## src/rtl/sram_port_arbiter.sv

```systemverilog
// Two-requester arbiter for a single-port SRAM: serializes byte accesses from
// requesters A and B, drives CEB/CMD/ADD/DIN, and routes read data back through
// a tag pipeline that tracks which requester issued each read.
module sram_port_arbiter #(
  parameter int unsigned ADDR_W   = 10,
  parameter int unsigned DATA_W   = 8,
  parameter int unsigned RD_LAT   = 1,
  parameter int unsigned ARB_MODE = 0
) (
  input  logic              clk_i,
  input  logic              rst_n_i,
  input  logic              req_a_i,
  input  logic              we_a_i,
  input  logic [ADDR_W-1:0] addr_a_i,
  input  logic [DATA_W-1:0] wdata_a_i,
  output logic              gnt_a_o,
  output logic              rvalid_a_o,
  output logic [DATA_W-1:0] rdata_a_o,
  input  logic              req_b_i,
  input  logic              we_b_i,
  input  logic [ADDR_W-1:0] addr_b_i,
  input  logic [DATA_W-1:0] wdata_b_i,
  output logic              gnt_b_o,
  output logic              rvalid_b_o,
  output logic [DATA_W-1:0] rdata_b_o,
  output logic              ceb_o,
  output logic              cmd_o,
  output logic [ADDR_W-1:0] add_o,
  output logic [DATA_W-1:0] din_o,
  input  logic [DATA_W-1:0] q_i,
  output logic [15:0]       conflict_cnt_o
);

  localparam int unsigned CNT_W = 16;
  // One stage per cycle from grant edge to the edge before Q is captured.
  localparam int unsigned TAG_N = RD_LAT + 1;
  localparam logic [CNT_W-1:0] CNT_MAX = '1;
  localparam logic FIXED_PRIO = (ARB_MODE == 1);

  logic              elig_a_c, elig_b_c, win_a_c, win_b_c, win_c;
  logic              sel_we_c;
  logic [ADDR_W-1:0] sel_addr_c;
  logic [DATA_W-1:0] sel_wdata_c;

  logic              gnt_a_q, gnt_a_d, gnt_b_q, gnt_b_d;
  logic              last_a_q, last_a_d;
  logic              ceb_q, ceb_d, cmd_q, cmd_d;
  logic [ADDR_W-1:0] add_q, add_d;
  logic [DATA_W-1:0] din_q, din_d;
  logic [CNT_W-1:0]  cnt_q, cnt_d;
  logic [TAG_N-1:0]  tag_vld_q, tag_vld_d, tag_id_q, tag_id_d;
  logic              rvalid_a_q, rvalid_a_d, rvalid_b_q, rvalid_b_d;
  logic [DATA_W-1:0] rdata_a_q, rdata_a_d, rdata_b_q, rdata_b_d;

  // Arbitration: a requester is eligible only outside its own grant cycle.
  always_comb begin
    elig_a_c = req_a_i & ~gnt_a_q;
    elig_b_c = req_b_i & ~gnt_b_q;
    win_a_c  = 1'b0;
    win_b_c  = 1'b0;
    if (elig_a_c && elig_b_c) begin
      win_a_c = FIXED_PRIO | ~last_a_q;
      win_b_c = ~win_a_c;
    end else begin
      win_a_c = elig_a_c;
      win_b_c = elig_b_c;
    end
    win_c       = win_a_c | win_b_c;
    sel_we_c    = win_b_c ? we_b_i    : we_a_i;
    sel_addr_c  = win_b_c ? addr_b_i  : addr_a_i;
    sel_wdata_c = win_b_c ? wdata_b_i : wdata_a_i;
  end

  // Next-state: SRAM command, pointer, conflict counter, tag pipe and read return.
  always_comb begin
    gnt_a_d    = win_a_c;
    gnt_b_d    = win_b_c;
    last_a_d   = last_a_q;
    ceb_d      = 1'b1;
    cmd_d      = 1'b1;
    add_d      = add_q;
    din_d      = din_q;
    cnt_d      = cnt_q;
    rdata_a_d  = rdata_a_q;
    rdata_b_d  = rdata_b_q;
    if (win_c) begin
      last_a_d = win_a_c;
      ceb_d    = 1'b0;
      cmd_d    = ~sel_we_c;
      add_d    = sel_addr_c;
      din_d    = sel_we_c ? sel_wdata_c : '0;
    end
    if (elig_a_c && elig_b_c && (cnt_q != CNT_MAX)) begin
      cnt_d = cnt_q + CNT_W'(1);
    end
    tag_vld_d  = {tag_vld_q[TAG_N-2:0], win_c & ~sel_we_c};
    tag_id_d   = {tag_id_q[TAG_N-2:0], win_b_c};
    rvalid_a_d = tag_vld_q[TAG_N-1] & ~tag_id_q[TAG_N-1];
    rvalid_b_d = tag_vld_q[TAG_N-1] &  tag_id_q[TAG_N-1];
    if (rvalid_a_d) rdata_a_d = q_i;
    if (rvalid_b_d) rdata_b_d = q_i;
  end

  // State registers; reset drops all in-flight read tags.
  always_ff @(posedge clk_i or negedge rst_n_i) begin
    if (!rst_n_i) begin
      gnt_a_q    <= 1'b0;
      gnt_b_q    <= 1'b0;
      last_a_q   <= 1'b0;
      ceb_q      <= 1'b1;
      cmd_q      <= 1'b1;
      add_q      <= '0;
      din_q      <= '0;
      cnt_q      <= '0;
      tag_vld_q  <= '0;
      tag_id_q   <= '0;
      rvalid_a_q <= 1'b0;
      rvalid_b_q <= 1'b0;
      rdata_a_q  <= '0;
      rdata_b_q  <= '0;
    end else begin
      gnt_a_q    <= gnt_a_d;
      gnt_b_q    <= gnt_b_d;
      last_a_q   <= last_a_d;
      ceb_q      <= ceb_d;
      cmd_q      <= cmd_d;
      add_q      <= add_d;
      din_q      <= din_d;
      cnt_q      <= cnt_d;
      tag_vld_q  <= tag_vld_d;
      tag_id_q   <= tag_id_d;
      rvalid_a_q <= rvalid_a_d;
      rvalid_b_q <= rvalid_b_d;
      rdata_a_q  <= rdata_a_d;
      rdata_b_q  <= rdata_b_d;
    end
  end

  assign gnt_a_o        = gnt_a_q;
  assign gnt_b_o        = gnt_b_q;
  assign rvalid_a_o     = rvalid_a_q;
  assign rvalid_b_o     = rvalid_b_q;
  assign rdata_a_o      = rdata_a_q;
  assign rdata_b_o      = rdata_b_q;
  assign ceb_o          = ceb_q;
  assign cmd_o          = cmd_q;
  assign add_o          = add_q;
  assign din_o          = din_q;
  assign conflict_cnt_o = cnt_q;

endmodule
```

## config.mk

```make
export PLATFORM = sky130hd
export DESIGN_NAME = sram_port_arbiter
export DESIGN_NICKNAME = d
export VERILOG_FILES = /design/src/rtl/sram_port_arbiter.sv
export SDC_FILE = /design/constraint.sdc
export NUM_CORES = 1
export LEC_CHECK = 0
export BUFFER_PORTS_ARGS = -buffer_cell sky130_fd_sc_hd__buf_2
export CORE_ASPECT_RATIO = 0.5
export CORE_MARGIN = 4
export CORE_UTILIZATION = 48
export DETAILED_ROUTE_END_ITERATION = 8
export GPL_ROUTABILITY_DRIVEN = 0
export GPL_TIMING_DRIVEN = 0
export PLACE_DENSITY = 0.8
export SYNTH_ARGS = -nofsm -noshare
export SYNTH_HDL_FRONTEND = slang
export SYNTH_SLANG_ARGS = --single-unit
```

## constraint.sdc

```tcl
create_clock -name clk_i -period 2.15 [get_ports clk_i]
set_clock_uncertainty 0.1 [all_clocks]
set_input_delay 0.3225 -clock clk_i [delete_from_list [all_inputs] [get_ports clk_i]]
set_output_delay 0.3225 -clock clk_i [all_outputs]
set_load 0.05 [all_outputs]
```

# Yosys cells after proc, flatten, opt, wreduce, memory -nomap -nowiden
# Index checks and enable logic that the tools add are counted.
# op_classes
n_eq_ne	1
n_bitwise	11
muxes	8
reduce_logical	2
add_sub_neg	1
# ops
operator	count
adder 16 x 1 -> 16 bit, second input constant	1
2-to-1 mux 8 bit	2
inequality test 16 bit, second input constant	1
2-to-1 mux 10 bit	1
bitwise AND 1 bit	5
2-to-1 mux 1 bit	5
NOT 1 bit	5
logical AND 1 bit	2
bitwise OR 1 bit	1
# word_totals
register_bits	61
input_bits	50
output_inout_bits	56

# Logic depth before layout (Yosys ltp)
# Gate-level depths: netlist (run 1).
# depth
ltp_word	7
mapped_depth	6

# Least setup slack after synthesis (run 1)
# No wires, ideal clock.
# synth_timing
path_kind	reg-to-reg
start	register cnt_q[0] (netlist: conflict_cnt_o[0])
end	register cnt_q[1] (netlist: conflict_cnt_o[1])
setup_time_ns	0.128
period_less_slack_ns	2.145
arrival_ns	1.917
path_slack_ns	0.005
path_stages_with_launch	6
required_ns	1.922
cell_sequence	dfrtp_1 > ha_1 > nand4_2 > nor4_4 > nor2_2 > mux2_1
# synth_via
elab_chain_cells	2
word_cells_on_any_way	3
cone_classes	1 x add/sub; 1 x eq/ne; 1 x reduce/logical
# synth_lines
element	line_no	source
start: declaration	50	logic [CNT_W-1:0] cnt_q, cnt_d;
start signal: assignment	129	cnt_q <= cnt_d;
parallel branches: the longest is 2 deep, another holds adder 16 x 1 -> 16 bit	-	
# Parallel ways; which one is timed is not known.
# A chain may end at the register's enable or synchronous reset.

# Worst setup path in the final report (run 1)
# Ends and elaborated chain as after synthesis.

==> metrics.yaml, run 1 <==
ios: 106
hp-class: "in2async"
syn_area_sq_mm: 0.00257
cp_cell_sequence: "ha_1, nand4_2, nor4_4, nor2_2, mux2_1"
slew_headroom: 0.515
synthArstFlopShare: 1.00
arrival_ns: 2.05
vias: 2062
worstMarginPinSlew_ns: 0.728
hold_viol_final: 58
gr-total-overflow: 0
portBuffers: 105
die_h_um: 59.8
period_minus_slack_ns: 1.95
slowest_stage: "nor4_4"
dpl.hpwl_um: 4340
num-fill-cells: 410
syn_to_final_growth_pct: 31.4
final.setup.worst_slack_ns: 0.197
final_common_cell: "buf_2"
end_kind: "flip-flop"
antenna_found_initial: 0
total_power_mw: 4.44
synth_edf_count: 0
synth_nets: 262
cts_setup_buffers: 0
rsz0062_at_grt: "no"
p_leak_nw: 1.71
met2_usage: 0.339
r2r-start: "conflict_cnt_o[0]$_DFFE_PN0P_"
yosysWarnings: 0
required_ns: 2.25
fp.dieW_um: 112
cts.sinks: 60
vias_per_cell: 5.13
cp-start-kind: "flip-flop"
drt-initial-drc-count: 59
slowest_delay_ns: 0.47
maxCapViolCount: 0
ctsHtreeMaxLevel: 3
clockBufferDepth: 2
criticalPathCategory: "reg2reg"
maxSlewViolCount: 0
grt_max_degree: 61
cts-root-buf: "clkbuf_8"
dieArea_sq_mm: 0.00666
antenna_cells: 0
nNetsFinal: 378
synthCells: 211
grtUsageTotal: 0.184
use_met3: 0.0607
drive_gt1_frac: 0.455
violations: "hold timing"
grt_pass1_vias: 2158
fin_tns_setup_ns: 0
fp.coreArea_sq_mm: 0.00504
syn_area_per_cell_sq_um: 12.2
synth_seq_cells: 60
ys_dominant_reg_cell: "dfrtp_1"
cp_max_fo: 7
ctsHoldBuffers: 0
clkTransAtPathRegs_ns: 0.06
final_core_util: 0.670
wl_per_cell_um: 14.1
setup_violations: 0
drcViolationCount: 0
gr-usage-met1: 0.200
layout_common_cells: "buf_2, dfrtp_1, nor2_1, mux2_2, nor3_1"
fmax_mhz: 512
period_share: 0.908
ctsResizeCount: 0
ant_nets: 0
drt-total-wl_um: 5680
clk_latency_ns: 0.33
outcome: "finished, violations left"
seq_area_frac_synth: 0.585
whs_ns: -0.0400
power_density_mw_per_mm2: 1320
tritoncts: "built"
fp-row-count: 18
dp_worst_setup_slack_ns: 0.199
numCtsBuffers: 9
vdd_drop_max_v: 0.000625
ys_types: 40
grt_pass1_wl_um: 9660
start_util: 0.510
busiest_layer: "met2"
critPathLaunch: "conflict_cnt_o[0]$_DFFE_PN0P_"
first_pass_iters: 4
r2r_cells: 5
-- cell usage after synthesis, types with 2 or more instances --
library cell / number / area share
o21ai_0: 3 / 0.0058
a21o_1: 2 / 0.0058
xnor2_1: 2 / 0.0068
dfrtp_1: 58 / 0.56
nor4_4: 2 / 0.017
dfstp_2: 2 / 0.020
buf_2: 2 / 0.0039
nand2_1: 13 / 0.019
mux2_1: 2 / 0.0088
nand3_1: 5 / 0.0097
clkbuf_1: 4 / 0.0058
xor2_1: 8 / 0.027
nor3_2: 2 / 0.0078
nor2_1: 16 / 0.023
nor2b_1: 3 / 0.0073
mux2i_1: 10 / 0.039
o22ai_1: 10 / 0.024
nand4_2: 2 / 0.0097
mux2_2: 16 / 0.070
o21ai_1: 6 / 0.012
inv_1: 4 / 0.0058
a21oi_1: 5 / 0.0097
nand4_1: 3 / 0.0073
and4_1: 2 / 0.0068
nor3_1: 14 / 0.027
-- worst paths after layout --
| check | endpoint | slack [ns] |
|---|---|---|
| max | conflict_cnt_o[1]$_DFFE_PN0P_ | 0.20 |
| min | conflict_cnt_o[13]$_DFFE_PN0P_ | -0.04 |
| max reg2reg | conflict_cnt_o[1]$_DFFE_PN0P_ | 0.20 |
| min reg2reg | tag_vld_q[1]$_DFF_PN0_ | 0.26 |
| max in group asynchronous | din_o[1]$_DFFE_PN0P_ | 1.52 |
| min in group clk_i | tag_vld_q[0]$_DFF_PN0_ | 0.10 |
-- cell type report --
| class | count | area (sq um) | share of cell area |
|---|---|---|---|
| Inverter | 4 | 15.0 | 0.00444 |
| Clock inverter | 1 | 5.00 | 0.00148 |
| Sequential cell | 60 | 1500 | 0.445 |
| Timing Repair Buffer | 105 | 528 | 0.156 |
| Clock buffer | 15 | 186 | 0.0552 |
| Buffer | 7 | 36.3 | 0.0107 |
| Tap cell | 70 | 87.6 | 0.0259 |
| Multi-Input combinational cell | 140 | 1020 | 0.301 |
-- cells by family after synthesis --
| logic type | count (synthesis) | synth area share |
|---|---|---|
| DFF | 60 | 0.585 |
| and+or+nand+nor | 71 | 0.167 |
| AOI/OAI and AO/OA | 30 | 0.0710 |
| xor gates and xnor gates | 10 | 0.0341 |
| buffers and inverters | 11 | 0.0199 |
| muxes | 28 | 0.118 |
| adders and majority gates | 1 | 0.00487 |
-- metrics by stage --
step	cells	cell area, sq um
detailed placement	386	3180
global placement	386	3180
finish	402	3380
global route	402	3380
CTS	402	3380
floorplan	211	2570
-- sequential cells by signal (all words and copies together) (netlist names) --
| signal | flops |
|---|---|
| rvalid_a_o | 1 |
| rdata_a_o | 8 |
| din_o | 8 |
| last_a_q | 1 |
| tag_vld_q | 2 |
| ceb_o | 1 |
| rvalid_b_o | 1 |
| conflict_cnt_o | 16 |
| add_o | 10 |
| rdata_b_o | 8 |
| cmd_o | 1 |
| gnt_a_o | 1 |
| tag_id_q | 2 |
-- routing by layer --
metal | vias up | wire length (um)
met5 | - | 0
met4 | 0 | 80
met3 | 9 | 322
met2 | 50 | 3070
met1 | 1014 | 2210
li1 | 989 | -
-- worst max-delay path: cells and delay by family (launching register included) --
kind	cells	cell delay, ns
and+or+nand+nor	3	0.74
DFF	1	0.42
muxes	1	0.32
adders and majority gates	1	0.26
-- report_power, final --
group          switching, mW  internal (mW)  total, mW  leakage, nW
sequential             0.200           1.43       1.63        0.727
clock                  0.395          0.544      0.939       0.0997
combinational           1.40          0.471       1.87        0.881
(Power assumes the default switching activity.)
==> inputs of run 2 (changes only) <==
--- a/config.mk
+++ b/config.mk
@@ -5,14 +5,17 @@
 export SDC_FILE = /design/constraint.sdc
 export NUM_CORES = 1
 export LEC_CHECK = 0
+export ABC_AREA = 0
 export BUFFER_PORTS_ARGS = -buffer_cell sky130_fd_sc_hd__buf_2
+export CELL_PAD_IN_SITES_DETAIL_PLACEMENT = 0
+export CELL_PAD_IN_SITES_GLOBAL_PLACEMENT = 1
 export CORE_ASPECT_RATIO = 0.5
 export CORE_MARGIN = 4
-export CORE_UTILIZATION = 48
+export CORE_UTILIZATION = 36
 export DETAILED_ROUTE_END_ITERATION = 8
 export GPL_ROUTABILITY_DRIVEN = 0
 export GPL_TIMING_DRIVEN = 0
-export PLACE_DENSITY = 0.8
+export PLACE_DENSITY_LB_ADDON = 0.1
 export SYNTH_ARGS = -nofsm -noshare
 export SYNTH_HDL_FRONTEND = slang
 export SYNTH_SLANG_ARGS = --single-unit
==> run 2 against run 1 <==
Effect of this change: the flow still finishes with violations (hold timing); flip-flop and latch count is the same; critical path depth is the same; cell count grew 5.5%; clock-buffer cell count is the same.
==> metrics.yaml, run 2 (synthesized netlist as in run 1, its figures left out) <==
outcome: "finished, violations left"  # unchanged
violations: "hold timing"  # unchanged
cts-root-buf: "clkbuf_16"  # was clkbuf_8
r2r-start: "conflict_cnt_o[0]$_DFFE_PN0P_"  # unchanged
ctsHoldBuffers: 0  # unchanged
num-fill-cells: 619  # was 410
clockBufferDepth: 2  # unchanged
vias_per_cell: 4.75  # was 5.13
cts_setup_buffers: 0  # unchanged
fin_tns_setup_ns: 0  # unchanged
maxSlewViolCount: 0  # unchanged
drive_gt1_frac: 0.452  # was 0.455
final_common_cell: "buf_2"  # unchanged
drt-initial-drc-count: 87  # was 59
hold_viol_final: 25  # was 58
hp-class: "in2async"  # unchanged
layout_common_cells: "buf_2, dfrtp_1, nor2_1, mux2_2, nor3_1"  # unchanged
setup_violations: 0  # unchanged
power_density_mw_per_mm2: 1380  # was 1320 mW/mm^2
worstMarginPinSlew_ns: 0.753  # was 0.728 ns
antenna_cells: 0  # unchanged
r2r_cells: 5  # unchanged
grt_pass1_wl_um: 9660  # unchanged
antenna_found_initial: 0  # unchanged
criticalPathCategory: "reg2reg"  # unchanged
gr-total-overflow: 0  # unchanged
ctsHtreeMaxLevel: 3  # unchanged
period_share: 0.917  # was 0.908
cp_max_fo: 7  # unchanged
grt_pass1_vias: 2071  # was 2158
slew_headroom: 0.498  # was 0.515
syn_to_final_growth_pct: 36.0  # was 31.4%
vdd_drop_max_v: 0.000478  # was 0.000625 V
power.net_switching_mw: 2.05  # was 2.00 mW
whs_ns: -0.0271  # was -0.0400 ns
p_leak_nw: 1.75  # was 1.71 nW
clkPwrFrac: 0.274  # was 0.211
fp.dieW_um: 128  # was 112 um
portBuffers: 105  # unchanged
vias: 2014  # was 2062
largest_register_ffs: 16  # unchanged
dieArea_sq_mm: 0.00864  # was 0.00666 sq mm
fp-row-count: 21  # was 18
end_kind: "flip-flop"  # unchanged
ios: 106  # unchanged
dpl-instance-area_sq_mm: 0.00321  # was 0.00318 sq mm
fmax_mhz: 507  # was 512 MHz
dpl.hpwl_um: 4360  # was 4340 um
ant_nets: 0  # unchanged
pwr-share-comb: 0.386  # was 0.421
die_h_um: 67.8  # was 59.8 um
switching_share: 0.425  # was 0.449
cts.sinks: 60  # unchanged
worst_r2r_endpoint: "conflict_cnt_o[1]$_DFFE_PN0P_"  # unchanged
tritoncts: "built"  # unchanged
required_ns: 2.24  # was 2.25 ns
drcViolationCount: 0  # unchanged
pwr-share-seq: 0.340  # was 0.367
numCtsBuffers: 9  # unchanged
period_minus_slack_ns: 1.97  # was 1.95 ns
grt_max_degree: 61  # unchanged
drt-total-wl_um: 5910  # was 5680 um
grtUsageTotal: 0.144  # was 0.184
intPower_mw: 2.78  # was 2.45 mW
ctsResizeCount: 0  # unchanged
rsz0062_at_grt: "no"  # unchanged
maxCapViolCount: 0  # unchanged
start_util: 0.378  # was 0.510
ff2ff_setup_slack_ns: 0.18  # was 0.20 ns
fp.coreArea_sq_mm: 0.00681  # was 0.00504 sq mm
first_pass_iters: 4  # unchanged
clk_latency_ns: 0.32  # was 0.33 ns
cp-start-kind: "flip-flop"  # unchanged
wl_per_cell_um: 13.9  # was 14.1 um
design_area_sq_mm: 0.00350  # was 0.00338 sq mm
arrival_ns: 2.07  # was 2.05 ns
nNetsFinal: 378  # unchanged
clkTransAtPathRegs_ns: 0.05  # was 0.06 ns
[run 2: cell count changes in the layout (fill, tap and decap cells not counted)]
cell / previous run / this run
clkbuf_1: 6 / 7
clkbuf_16: 0 / 9
clkbuf_8: 13 / 3
[run 2: how the worst max path moves through the flow]
stage	start	endpoint	slack [ns]	cells after the start
2_1_floorplan	conflict_cnt_o[0]$_DFFE_PN0P_	conflict_cnt_o[1]$_DFFE_PN0P_	0.005	5
3_3_place_gp	conflict_cnt_o[0]$_DFFE_PN0P_	conflict_cnt_o[1]$_DFFE_PN0P_	0.19	5
3_5_place_dp	conflict_cnt_o[0]$_DFFE_PN0P_	conflict_cnt_o[1]$_DFFE_PN0P_	0.18	5
4_1_cts	conflict_cnt_o[0]$_DFFE_PN0P_	conflict_cnt_o[1]$_DFFE_PN0P_	0.17	5
5_1_grt	conflict_cnt_o[0]$_DFFE_PN0P_	conflict_cnt_o[1]$_DFFE_PN0P_	0.03	5
6_report	conflict_cnt_o[0]$_DFFE_PN0P_	conflict_cnt_o[1]$_DFFE_PN0P_	0.18	5
[run 2: through the flow]
stage / cells / setup WS, ns / util / power [mW]
after detailed placement: 408 / 0.181 / 0.472 / 3.55
after global routing: 424 / 0.0337 / 0.514 / 5.06
final: 424 / 0.178 / 0.514 / 4.83
after CTS: 424 / 0.169 / 0.514 / 4.89
after floorplan: 211 / 0.00504 / - / 3.05
after global placement: 408 / 0.192 / 0.472 / 3.51
[run 2: worst max-delay path, cell delays in order (launching register included)]
cell and delay, ns:
dfrtp_1 0.41, ha_1 0.25, nand4_2 0.18, nor4_4 0.51, nor2_2 0.09, mux2_1 0.32
[run 2: final cells by class]
class | instances | area (sq um) | share of cell area
repair buffers | 105 | 528 | 0.151
well taps | 92 | 115 | 0.0329
multi-input cells | 140 | 1020 | 0.291
flip-flops and latches | 60 | 1500 | 0.430
plain buffers | 7 | 36.3 | 0.0104
clock inverters | 1 | 5.00 | 0.00143
clock buffers | 15 | 278 | 0.0794
inverters | 4 | 15.0 | 0.00429
[run 2: layer usage]
metal / vias to the layer above / track usage / wire [um]
li1: 991 / - / -
met1: 947 / 0.170 / 2570
met2: 67 / 0.234 / 2710
met3: 9 / 0.0656 / 550
met4: 0 / 0.0575 / 70
met5: - / 0 / 0
[run 2: power by group through the flow]
stage / combinational [mW] / sequential [mW] / clock [mW]
after floorplan: 0.402 / 2.65 / 0
after global placement: 1.87 / 1.64 / 0
after detailed placement: 1.89 / 1.66 / 0
after CTS: 1.89 / 1.64 / 1.36
after global routing: 1.97 / 1.68 / 1.41
final: 1.87 / 1.64 / 1.32
==> inputs of run 3 (changes only) <==
--- a/config.mk
+++ b/config.mk
@@ -6,6 +6,7 @@
 export NUM_CORES = 1
 export LEC_CHECK = 0
 export ABC_AREA = 0
+export ABC_CLOCK_PERIOD_IN_PS = 2150
 export BUFFER_PORTS_ARGS = -buffer_cell sky130_fd_sc_hd__buf_2
 export CELL_PAD_IN_SITES_DETAIL_PLACEMENT = 0
 export CELL_PAD_IN_SITES_GLOBAL_PLACEMENT = 1
@@ -15,7 +16,7 @@
 export DETAILED_ROUTE_END_ITERATION = 8
 export GPL_ROUTABILITY_DRIVEN = 0
 export GPL_TIMING_DRIVEN = 0
-export PLACE_DENSITY_LB_ADDON = 0.1
+export PLACE_DENSITY = 0.77
 export SYNTH_ARGS = -nofsm -noshare
 export SYNTH_HDL_FRONTEND = slang
 export SYNTH_SLANG_ARGS = --single-unit
==> run 3 against run 2 <==
Effect of this change: the run still ends with hold timing left; fmax grew 2.2%; clock-buffer cell count shrank 2; die area is the same; critical path type unchanged; critical endpoint unchanged; largest cell class unchanged; largest power group unchanged.
==> metrics.yaml, run 3 (synthesized netlist as in run 1, its figures left out) <==
fin_tns_setup_ns: 0  # unchanged
maxCapViolCount: 0  # unchanged
cp_max_fo: 7  # unchanged
clockBufferDepth: 2  # unchanged
hold_viol_final: 30  # was 25
arrival_ns: 2.03  # was 2.07 ns
antenna_found_initial: 0  # unchanged
ios: 106  # unchanged
wl_per_cell_um: 14.0  # was 13.9 um
r2r-start: "conflict_cnt_o[0]$_DFFE_PN0P_"  # unchanged
cts_setup_buffers: 0  # unchanged
vdd_drop_max_v: 0.000594  # was 0.000478 V
hp-class: "in2async"  # unchanged
dpl.hpwl_um: 4350  # was 4360 um
start_util: 0.378  # unchanged
ctsHoldBuffers: 0  # unchanged
die_h_um: 67.8  # unchanged
dieArea_sq_mm: 0.00864  # unchanged
setup_violations: 0  # unchanged
power_density_mw_per_mm2: 1380  # about the same
ff2ff_setup_slack_ns: 0.22  # was 0.18 ns
vias: 2052  # was 2014
final_common_cell: "buf_2"  # unchanged
vias_per_cell: 4.85  # was 4.75
cp_cell_sequence: "ha_1, nand4_2, nor4_4, nor2_2, mux2_1"  # unchanged
drcViolationCount: 0  # unchanged
worstMarginPinSlew_ns: 0.771  # was 0.753 ns
drt-total-wl_um: 5940  # was 5910 um
antenna_cells: 0  # unchanged
outcome: "finished, violations left"  # unchanged
fmax_mhz: 518  # was 507 MHz
grtUsageTotal: 0.145  # was 0.144
grt_max_degree: 61  # unchanged
cp-start-kind: "flip-flop"  # unchanged
slowest_delay_ns: 0.48  # was 0.51 ns
drt-initial-drc-count: 111  # was 87
maxSlewViolCount: 0  # unchanged
first_pass_iters: 5  # was 4
ant_nets: 0  # unchanged
worst_r2r_endpoint: "conflict_cnt_o[1]$_DFFE_PN0P_"  # unchanged
grt_pass1_wl_um: 9650  # was 9660 um
violations: "hold timing"  # unchanged
final.setup.worst_slack_ns: 0.220  # was 0.178 ns
r2r_cells: 5  # unchanged
clk_latency_ns: 0.32  # about the same
grt_pass1_vias: 1987  # was 2071
period_share: 0.898  # was 0.917
layout_common_cells: "buf_2, dfrtp_1, nor2_1, mux2_2, nor3_1"  # unchanged
clkTransAtPathRegs_ns: 0.05  # about the same
fp-row-count: 21  # unchanged
tritoncts: "built"  # unchanged
largest_register_ffs: 16  # unchanged
whs_ns: -0.0352  # was -0.0271 ns
p_leak_nw: 1.74  # was 1.75 nW
slew_headroom: 0.486  # was 0.498
required_ns: 2.25  # was 2.24 ns
drive_gt1_frac: 0.453  # was 0.452
rsz0062_at_grt: "no"  # unchanged
nNetsFinal: 378  # unchanged
fp.coreArea_sq_mm: 0.00681  # unchanged
fp.dieW_um: 128  # unchanged
criticalPathCategory: "reg2reg"  # unchanged
end_kind: "flip-flop"  # unchanged
numCtsBuffers: 9  # unchanged
syn_to_final_growth_pct: 35.5  # was 36.0%
ctsResizeCount: 0  # unchanged
slowest_stage: "nor4_4"  # unchanged
period_minus_slack_ns: 1.93  # was 1.97 ns
dp_worst_setup_slack_ns: 0.213  # was 0.181 ns
cts-root-buf: "clkbuf_16"  # unchanged
ctsHtreeMaxLevel: 3  # unchanged
gr-total-overflow: 0  # unchanged
cts.sinks: 60  # unchanged
portBuffers: 105  # unchanged
[run 3: cell count changes in the layout (fill, tap and decap cells not counted)]
cell / previous run / this run
clkinv_2: 1 / 2
clkbuf_8: 3 / 2
clkbuf_1: 7 / 6
[run 3: metrics by stage]
stage          utilization  instance area, sq um  hold slack, ns  total power [mW]  cells
3_3_place_gp         0.472                  3210           0.241              3.51    408
5_1_grt              0.512                  3480          0.0250              5.04    423
6_report             0.512                  3480         -0.0352              4.79    423
3_5_place_dp         0.472                  3210           0.241              3.55    408
2_1_floorplan            -                  2570         -0.0731              3.05    211
4_1_cts              0.512                  3480          0.0830              4.87    423
[run 3: layout make-up]
| class | instances | area, sq um |
|---|---|---|
| fillers | 612 | 3320 |
| multi-input cells | 140 | 1020 |
| well taps | 92 | 115 |
| plain buffers | 7 | 36.3 |
| inverters | 4 | 15.0 |
| clock inverters | 2 | 10.0 |
| clock buffers | 13 | 260 |
| repair buffers | 105 | 528 |
| flip-flops and latches | 60 | 1500 |
[run 3: report_power, final]
part,total [mW],switching (mW),internal (mW)
logic,1.87,1.40,0.470
clock network,1.28,0.453,0.830
registers,1.64,0.205,1.44
[run 3: worst max path at each step]
stage                                        from                            end  depth (start not counted)
floorplan           conflict_cnt_o[0]$_DFFE_PN0P_  conflict_cnt_o[1]$_DFFE_PN0P_                          5
global placement    conflict_cnt_o[0]$_DFFE_PN0P_  conflict_cnt_o[1]$_DFFE_PN0P_                          5
detailed placement  conflict_cnt_o[0]$_DFFE_PN0P_  conflict_cnt_o[1]$_DFFE_PN0P_                          5
CTS                 conflict_cnt_o[0]$_DFFE_PN0P_  conflict_cnt_o[1]$_DFFE_PN0P_                          5
global route        conflict_cnt_o[0]$_DFFE_PN0P_  conflict_cnt_o[1]$_DFFE_PN0P_                          5
finish              conflict_cnt_o[0]$_DFFE_PN0P_  conflict_cnt_o[1]$_DFFE_PN0P_                          5
[run 3: metal layers]
| metal | vias to the layer above | wire, um | global-route usage |
|---|---|---|---|
| li1 | 991 | - | - |
| met1 | 1010 | 2550 | 0.175 |
| met2 | 45 | 3040 | 0.240 |
| met3 | 6 | 306 | 0.0592 |
| met4 | 0 | 47 | 0.0468 |
| met5 | - | 0 | 0 |
[run 3: critical path: cells and delay by family (launching register included)]
kind | cells | cell delay (ns)
flops | 1 | 0.41
mux | 1 | 0.32
simple gates | 3 | 0.75
fa+ha+maj | 1 | 0.24
